<file path="src/rtl/apu_audio_pkg.sv">
// Shared constants and helpers for the APU audio output path.
package apu_audio_pkg;

    localparam int unsigned PCM_W        = 16;
    localparam int unsigned SLOT_BITS    = 32;
    localparam int unsigned FRAME_BITS   = 64;
    localparam logic [15:0] PCM_MIDPOINT = 16'd16384;

    // Filter state is unsigned 0..32256; centre it so silence sits at -16384.
    function automatic logic [PCM_W-1:0] to_pcm(input logic [15:0] y);
        return y - PCM_MIDPOINT;
    endfunction

endpackage

</file>
<file path="src/rtl/apu_i2s_serializer.sv">
// Mono I2S transmitter: registered bclk/lrck/sdata, word latched once per 64-bit frame.
module apu_i2s_serializer
    import apu_audio_pkg::*;
#(
    parameter int unsigned BCLK_HALF = 4
) (
    input  logic             sysclk,
    input  logic             reset,
    input  logic [PCM_W-1:0] sample,
    output logic             bclk,
    output logic             lrck,
    output logic             sdata,
    output logic             sample_strobe
);

    localparam int unsigned CNT_W    = $clog2(FRAME_BITS);
    localparam int unsigned SLOT_W   = $clog2(SLOT_BITS);
    localparam logic [7:0]  DIV_LAST = 8'(BCLK_HALF - 1);

    logic [7:0]       div_q, div_d;
    logic             bclk_q, bclk_d;
    logic [CNT_W-1:0] bit_cnt_q, bit_cnt_d;
    logic             lrck_q, lrck_d;
    logic             sdata_q, sdata_d;
    logic             strobe_q, strobe_d;
    logic [PCM_W-1:0] word_q, word_d;
    logic [SLOT_W-1:0] slot_idx;
    logic [3:0]       bit_sel;

    always_comb begin
        div_d     = div_q + 8'd1;
        bclk_d    = bclk_q;
        bit_cnt_d = bit_cnt_q;
        lrck_d    = lrck_q;
        sdata_d   = sdata_q;
        strobe_d  = 1'b0;
        word_d    = word_q;
        slot_idx  = '0;
        bit_sel   = '0;
        if (div_q == DIV_LAST) begin
            div_d  = 8'd0;
            bclk_d = ~bclk_q;
            // Everything the codec sees changes only on the bclk falling toggle.
            if (bclk_q) begin
                bit_cnt_d = bit_cnt_q + CNT_W'(1);
                lrck_d    = bit_cnt_d[CNT_W-1];
                slot_idx  = bit_cnt_d[SLOT_W-1:0];
                bit_sel   = 4'(PCM_W - 32'(slot_idx));
                if (slot_idx != '0 && 32'(slot_idx) <= PCM_W) begin
                    sdata_d = word_q[bit_sel];
                end else begin
                    sdata_d = 1'b0;
                end
                if (bit_cnt_d == '0) begin
                    word_d   = sample;
                    strobe_d = 1'b1;
                end
            end
        end
    end

    always_ff @(posedge sysclk or posedge reset) begin
        if (reset) begin
            div_q     <= '0;
            bclk_q    <= 1'b0;
            bit_cnt_q <= '0;
            lrck_q    <= 1'b0;
            sdata_q   <= 1'b0;
            strobe_q  <= 1'b0;
            word_q    <= '0;
        end else begin
            div_q     <= div_d;
            bclk_q    <= bclk_d;
            bit_cnt_q <= bit_cnt_d;
            lrck_q    <= lrck_d;
            sdata_q   <= sdata_d;
            strobe_q  <= strobe_d;
            word_q    <= word_d;
        end
    end

    assign bclk          = bclk_q;
    assign lrck          = lrck_q;
    assign sdata         = sdata_q;
    assign sample_strobe = strobe_q;

endmodule

</file>
<file path="src/rtl/apu_i2s_out.sv">
// APU mixer to I2S: one-pole IIR low-pass on the mixer sample, offset removal, mono I2S out.
module apu_i2s_out
    import apu_audio_pkg::*;
#(
    parameter int unsigned BCLK_HALF  = 4,
    parameter int unsigned FILT_SHIFT = 3
) (
    input  logic       sysclk,
    input  logic       reset,
    input  logic       cpu_clock,
    input  logic [5:0] sound_in,
    input  logic       enable,
    output logic       bclk,
    output logic       lrck,
    output logic       sdata,
    output logic       sample_strobe
);

    logic [15:0]        y_q, y_d;
    logic [14:0]        x;
    logic signed [16:0] diff;
    logic signed [16:0] step;
    logic signed [16:0] sum;
    logic [PCM_W-1:0]   pcm_gated;

    always_comb begin
        x    = {sound_in, 9'b0};
        diff = $signed({2'b00, x}) - $signed({1'b0, y_q});
        // Arithmetic shift floors, so rising input settles just below x, falling reaches it.
        step = diff >>> FILT_SHIFT;
        sum  = $signed({1'b0, y_q}) + step;
        y_d  = cpu_clock ? sum[15:0] : y_q;
        // Uses the registered y, so a coincident strobe latches the pre-update value.
        pcm_gated = enable ? to_pcm(y_q) : '0;
    end

    always_ff @(posedge sysclk or posedge reset) begin
        if (reset) begin
            y_q <= '0;
        end else begin
            y_q <= y_d;
        end
    end

    apu_i2s_serializer #(
        .BCLK_HALF(BCLK_HALF)
    ) u_serializer (
        .sysclk       (sysclk),
        .reset        (reset),
        .sample       (pcm_gated),
        .bclk         (bclk),
        .lrck         (lrck),
        .sdata        (sdata),
        .sample_strobe(sample_strobe)
    );

endmodule

</file>
<file path="config.mk">
export PLATFORM = sky130hd
export DESIGN_NAME = apu_i2s_out
export DESIGN_NICKNAME = d
export VERILOG_FILES = /design/src/rtl/apu_audio_pkg.sv /design/src/rtl/apu_i2s_serializer.sv /design/src/rtl/apu_i2s_out.sv
export SDC_FILE = /design/constraint.sdc
export NUM_CORES = 1
export LEC_CHECK = 0
export CORE_MARGIN = 1.5
export CORE_UTILIZATION = 45
export CTS_CLUSTER_DIAMETER = 30
export DETAILED_ROUTE_END_ITERATION = 8
export DONT_BUFFER_PORTS = 1
export GPL_TIMING_DRIVEN = 0
export PLACE_DENSITY_LB_ADDON = 0.2
export SLEW_MARGIN = 20
export SYNTH_ARGS = -nofsm -noshare
export SYNTH_HDL_FRONTEND = slang
export SYNTH_SLANG_ARGS = --single-unit
</file>
<file path="constraint.sdc">
create_clock -name sysclk -period 5.8 [get_ports sysclk]
set_clock_uncertainty 0.1 [all_clocks]
set_input_delay 1.45 -clock sysclk [delete_from_list [all_inputs] [get_ports sysclk]]
set_output_delay 1.45 -clock sysclk [all_outputs]
set_load 0.02 [all_outputs]
</file>
* Word-level counts from Yosys, hierarchy flattened
Cells that the tools add are included.
** Storage, ports and cells
- Register bits after elaboration :: 50
- Bits of input ports :: 10
- Output and inout bits :: 4
- Word-level logic and storage cells :: 31
** Operators by class
- Add/sub/neg operators :: 6
- Magnitude comparators :: 2
- Equality and inequality tests :: 1
- Muxes and demuxes :: 8
- Bitwise gates (word level) :: 1
- Reduce and logical (&&, ||, !) cells :: 5
** Operators with widths (count)
- $sub A15 B16 Y17 :: 1
- $add A16 B14 Y16 :: 1
- $mux W16 :: 1
- $sub A16 B15 Y16 const B :: 1
- $add A8 B1 Y8 const B :: 1
- $eq A8 B2 Y1 const B :: 1
- $mux W8 :: 1
- $add A6 B1 Y6 const B :: 1
- $logic_not A6 Y1 :: 1
- $le A5 B5 Y1 const B :: 1
- $lt A4 B5 Y1 const B :: 1
- $mux W1 :: 5
- $reduce_bool A5 Y1 :: 1
- $bmux W1 S4 :: 1
- $sub A1 B4 Y4 const A :: 1
- $reduce_and A3 Y1 :: 1
- $reduce_and A2 Y1 :: 1
- $logic_and A1 B1 Y1 :: 1
- $not A1 Y1 :: 1

* Depth between registers and ports, before layout
Gate-level depths: netlist of run 1.
- Word-level depth :: 5
- Depth in mapped cells :: 16
- Gate-level depth less buffers :: 16

* Hierarchy
Synthesis of run 1 repeated with hierarchy kept, for this count alone.
** Second synthesis, totals
- Cells, all modules :: 318
- Area total of the unflattened synthesis :: 3375.7 µm²
** Modules (own cells, without submodules)
- apu_i2s_out :: times used 1, cells an instance 201, area an instance 1791.7 µm², sequential area each 400.4 µm²
- apu_i2s_serializer :: times used 1, cells an instance 117, area an instance 1584.0 µm², sequential area each 825.8 µm²

* Least setup slack after synthesis of run 1
Ideal clock, no wire load.
- Path type :: in2reg
- Start :: input sound_in[2]
- End :: register y_q[15]
- Setup time :: 0.125 ns
- Arrival :: 4.155 ns
- Required time :: 5.575 ns
- Slack :: 1.419 ns
- Stages :: 15
- Path buffers :: 0
- Cells stage by stage :: ha_1 -> and2_1 -> a22o_1 -> a21o_1 -> o21a_1 -> nor2_1 -> xnor2_1 -> ha_1 -> a21o_1 -> a21oi_1 -> o21ai_0 -> a211o_1 -> a41o_1 -> mux2i_1 -> o21ai_1
** Between the ends
- Cells in the longest elaborated chain, start to end :: 2
** RTL lines
- from (decl) :: RTL line apu_i2s_out.sv:11 : input logic [5:0] sound_in,
- $sub A15 B16 Y17 :: RTL line apu_i2s_out.sv:28 : diff = $signed({2'b00, x}) - $signed({1'b0, y_q});
- $add A16 B14 Y16 :: RTL line apu_i2s_out.sv:31 : sum = $signed({1'b0, y_q}) + step;
- to (signal assigned) :: RTL line apu_i2s_out.sv:41 : y_q <= y_d;
- to (decl) :: RTL line apu_i2s_out.sv:19 : logic [15:0] y_q, y_d;
No other way between the ends.
A chain may end at the register's enable or synchronous reset.

* Worst setup path after layout of run 1
Ends and elaborated chain as after synthesis.

==> load_flow_metrics.sql, run 1 <==
INSERT INTO impl_metrics (metric_group, metric, value, unit) VALUES
('route', 'wl_per_cell', '15.0', 'um'),
('floorplan', 'core_region_area', '7290', 'sq um'),
('cts', 'clock_sink_count', '49', ''),
('route', 'vias', '2590', ''),
('synthesis', 'synth_area_leaders', 'sky130_fd_sc_hd__dfrtp_1 36%, sky130_fd_sc_hd__ha_1 8.1%, sky130_fd_sc_hd__xnor2_1 5.6%, sky130_fd_sc_hd__o21ai_0 4.0%, sky130_fd_sc_hd__nand3_1 3.8%', ''),
('finish', 'syn_to_final_growth', '8.24', '%'),
('synthesis', 'syn_nets', '395', ''),
('placed_design', 'dp_hpwl', '5360', 'um'),
('setup_path', 'critPathMaxStageDelay', '0.32', 'ns'),
('synthesis', 'synth_top_area_share', '35.9', '%'),
('setup_path', 'critical_path_peak_fanout', '7', ''),
('finish', 'ff_latch_area', '1230', 'sq um'),
('finish', 'fraction_of_final_layout_cells_sized_beyond_drive_strength_1', '11.8', '%'),
('synthesis', 'syn_avg_cell_area', '9.41', 'sq um'),
('setup_path', 'critPathKind', 'input port to flop', ''),
('pwr', 'power.density_cell_area', '604', 'nW/um^2'),
('cts', 'cts-resized-gates', '0', ''),
('setup_path', 'worstSetupStartpointType', 'input port', ''),
('finish', 'num-fill-cells', '720', ''),
('synthesis', 'synth-seq-area-share', '35.9', '%'),
('floorplan', 'die-area', '8120', 'sq um'),
('outcome', 'run_status', 'completed', ''),
('global_routing', 'wire_length_of_the_first_global_routing_pass', '12400', 'um'),
('sta', 'timing.fmax', '234', 'MHz'),
('floorplan', 'core.rowCount', '31', ''),
('setup_path', 'regToRegSetupSlack', '1.99', 'ns'),
('route', 'drt-initial-drc-count', '78', ''),
('route', 'final_antenna_net_count', '0', ''),
('setup_path', 'critical_path_end_type', 'flop', ''),
('synthesis', 'synth_enable_flop_cells', '0', ''),
('setup_path', 'cp_cell_sequence', 'ha_1 -> and2_1 -> a22o_1 -> a21o_1 -> o21a_1 -> nor2_1 -> xnor2_1 -> ha_1 -> a21o_1 -> a21oi_1 -> o21ai_0 -> a211o_1 -> a41o_1 -> mux2i_1 -> o21ai_1', ''),
('pwr', 'worst_ir_drop_vdd', '0.431', 'mV'),
('finish', 'leading_cell_types_in_the_layout_fill_and_taps_excluded', '49 x sky130_fd_sc_hd__dfrtp_1, 30 x sky130_fd_sc_hd__inv_1, 27 x sky130_fd_sc_hd__o21ai_0', ''),
('synthesis', 'synth-seq-cells', '49', ''),
('sta', 'hold_viol_final', '0', ''),
('finish', 'final_net_count', '403', ''),
('finish', 'postLayoutCellArea', '3700', 'sq um'),
('synthesis', 'syn_area', '3410', 'sq um'),
('cts', 'numCtsBuffers', '5', ''),
('global_routing', 'number_of_global_route_vias_before_repair', '2579', ''),
('sta', 'number_of_endpoints_failing_setup_at_the_final_stage', '0', ''),
('finish', 'multiInputGateArea', '2000', 'sq um'),
('floorplan', 'die_x', '90.1', 'um'),
('finish', 'n_antenna_cell', '0', ''),
('global_routing', 'grt_util_all_layers', '18.4', '%'),
('cts', 'clock_tree.root_cell', 'sky130_fd_sc_hd__clkbuf_8', ''),
('cts', 'worstSkewPairLatency', '0.30', 'ns'),
('cts', 'htree_levels', '2', ''),
('placed_design', 'placed_cell_area', '3560', 'sq um'),
('global_routing', 'pin_count_of_the_biggest_net_entering_global_routing', '26', ''),
('pwr', 'static-leakage-power', '1.68', 'nW'),
('global_routing', 'globalRoute.totalOverflow', '0', ''),
('sta', 'slew_headroom', '60.5', '%'),
('global_routing', 'number_of_antenna_violations_at_the_first_check_in_global_routing', '0', ''),
('sta', 'tightest_slew', '0.593', 'ns'),
('setup_path', 'slowest_stage', 'sky130_fd_sc_hd__ha_1', ''),
('sta', 'fin_setup_tns', '0', 'ns'),
('placed_design', 'gp_congestion', '0.877', ''),
('synthesis', 'synth_largest_area_cell', 'sky130_fd_sc_hd__dfrtp_1', ''),
('cts', 'clock_transition_at_path_regs', '0.10', 'ns'),
('route', 'first_pass_iters', '4', ''),
('run', 'cap_viol_max_count', '0', ''),
('floorplan', 'die_height', '90.1', 'um'),
('sta', 'fin_crit', '4.28', 'ns'),
('synthesis', 'synth.yosys.warnings', '0', ''),
('pwr', 'totalPowerFinal', '0.00223', 'W'),
('synthesis', 'post_synth_inst_count', '363', ''),
('sta', 'count_of_final_max_slew_check_failures', '0', ''),
('setup_path', 'worst_ep_required_time', '5.89', 'ns'),
('worst_hold_path', 'hold_class', 'flop to flop', ''),
('floorplan', 'floorplan.initialDensity', '46.8', '%');
-- path summary, 6_finish.rpt --
path	start	end	depth (start not counted)
max reg2reg	y_q[3]	y_q[15]	15
max in group asynchronous	reset	u_serializer.sdata	2
min in group asynchronous	reset	y_q[13]	1
max	sound_in[2]	y_q[15]	15
min reg2reg	u_serializer.div_q[0]	u_serializer.div_q[0]	1
min	u_serializer.div_q[0]	u_serializer.div_q[0]	1
-- logic make-up (layout without fill, tap and decap cells) --
group                      Yosys count  after routing  synth area share [%]
and+or+nand+nor                    116            116                  18.4
AOI/OAI and AO/OA                   81             81                  16.9
DFF                                 49             49                  35.9
buffers and inverters               46             55                  5.57
xor gates and xnor gates            33             33                  8.46
adders and majority gates           22             22                  8.06
muxes                               16             16                  6.74
-- routing by layer --
| layer | wire length (um) | track usage, % | share of wire (%) |
|---|---|---|---|
| met1 | 3520 | 26.0 | 50 |
| met3 | 147 | 2.45 | 2.1 |
| met4 | 40 | 3.17 | 0.56 |
| met2 | 3380 | 30.3 | 48 |
| met5 | 0 | 0 | 0 |
-- state kept, by name, indices dropped and copies added (netlist names) --
register,flops
u_serializer.bit_cnt_q,5
u_serializer.sample_strobe,1
u_serializer.bclk,1
u_serializer.div_q,8
u_serializer.word_q,16
y_q,16
u_serializer.sdata,1
u_serializer.lrck,1
-- metrics by stage --
stage          utilization [%]  std cells  hold WS [ns]  worst slack (ns)
3_5_place_dp              48.8        463         0.359              1.20
4_1_cts                   50.7        471         0.373              1.51
3_3_place_gp              48.5        462         0.347              1.18
5_1_grt                   50.7        471         0.404              1.28
6_report                  50.7        471         0.369              1.52
2_1_floorplan                -        363         0.325              1.42
-- power by group --
part           switching [W]  internal, W
clock               0.000126     0.000174
combinational       0.000809     0.000634
sequential         0.0000796     0.000409
total                0.00102      0.00122
-- synthesized netlist by cell type, types with 2 or more instances --
master / n
sky130_fd_sc_hd__a211o_1: 2
sky130_fd_sc_hd__a211oi_1: 3
sky130_fd_sc_hd__a21o_1: 7
sky130_fd_sc_hd__a21oi_1: 12
sky130_fd_sc_hd__a22o_1: 2
sky130_fd_sc_hd__a31oi_1: 2
sky130_fd_sc_hd__a41oi_2: 2
sky130_fd_sc_hd__and3_1: 5
sky130_fd_sc_hd__and4_1: 2
sky130_fd_sc_hd__buf_2: 5
sky130_fd_sc_hd__clkbuf_1: 8
sky130_fd_sc_hd__dfrtp_1: 49
sky130_fd_sc_hd__ha_1: 22
sky130_fd_sc_hd__inv_1: 31
sky130_fd_sc_hd__mux2_2: 6
sky130_fd_sc_hd__mux2i_1: 5
sky130_fd_sc_hd__mux4_2: 5
sky130_fd_sc_hd__nand2_1: 18
sky130_fd_sc_hd__nand2b_1: 5
sky130_fd_sc_hd__nand3_1: 26
sky130_fd_sc_hd__nand4_1: 3
sky130_fd_sc_hd__nor2_1: 22
sky130_fd_sc_hd__nor2b_1: 3
sky130_fd_sc_hd__nor3_1: 12
sky130_fd_sc_hd__nor4_1: 2
sky130_fd_sc_hd__o211ai_1: 2
sky130_fd_sc_hd__o21a_1: 2
sky130_fd_sc_hd__o21ai_0: 27
sky130_fd_sc_hd__o21ai_1: 2
sky130_fd_sc_hd__o22ai_1: 2
sky130_fd_sc_hd__or3_1: 5
sky130_fd_sc_hd__xnor2_1: 22
sky130_fd_sc_hd__xor2_1: 11
-- worst max-delay path, delay by kind of cell --
family	cells	cell delay, ns
AOI/OAI and AO/OA	9	1.70
adders and majority gates	2	0.62
and+or+nand+nor	2	0.31
muxes	1	0.16
xor gates and xnor gates	1	0.14
-- layout make-up --
type	instances	area share [%]
Multi-Input combinational cell	268	54.1
Sequential cell	49	33.2
Clock buffer	5	1.86
Tap cell	99	3.35
Buffer	15	2.00
Timing Repair Buffer	1	0.542
Inverter	31	3.15
Clock inverter	3	1.86
(Power assumes the default switching activity.)
==> inputs of run 2 (changes only) <==
==> constraint.sdc (replaced) <==
create_clock -name sysclk -period 4.1 [get_ports sysclk]
set_clock_uncertainty 0.1 [all_clocks]
set_input_delay 1.025 -clock sysclk [delete_from_list [all_inputs] [get_ports sysclk]]
set_output_delay 1.025 -clock sysclk [all_outputs]
set_load 0.02 [all_outputs]
==> results of run 2 <==
The final DEF is identical to that of run 1. Status: completed.
Main changes from that run: setup slack after placement 1.20 ns -> -0.0787 ns; setup slack after layout 1.52 ns -> 0.243 ns; register-to-register setup slack 1.99 ns -> 0.29 ns; total power 0.00223 W -> 0.00316 W; worst IR drop on VDD 0.431 mV -> 0.610 mV
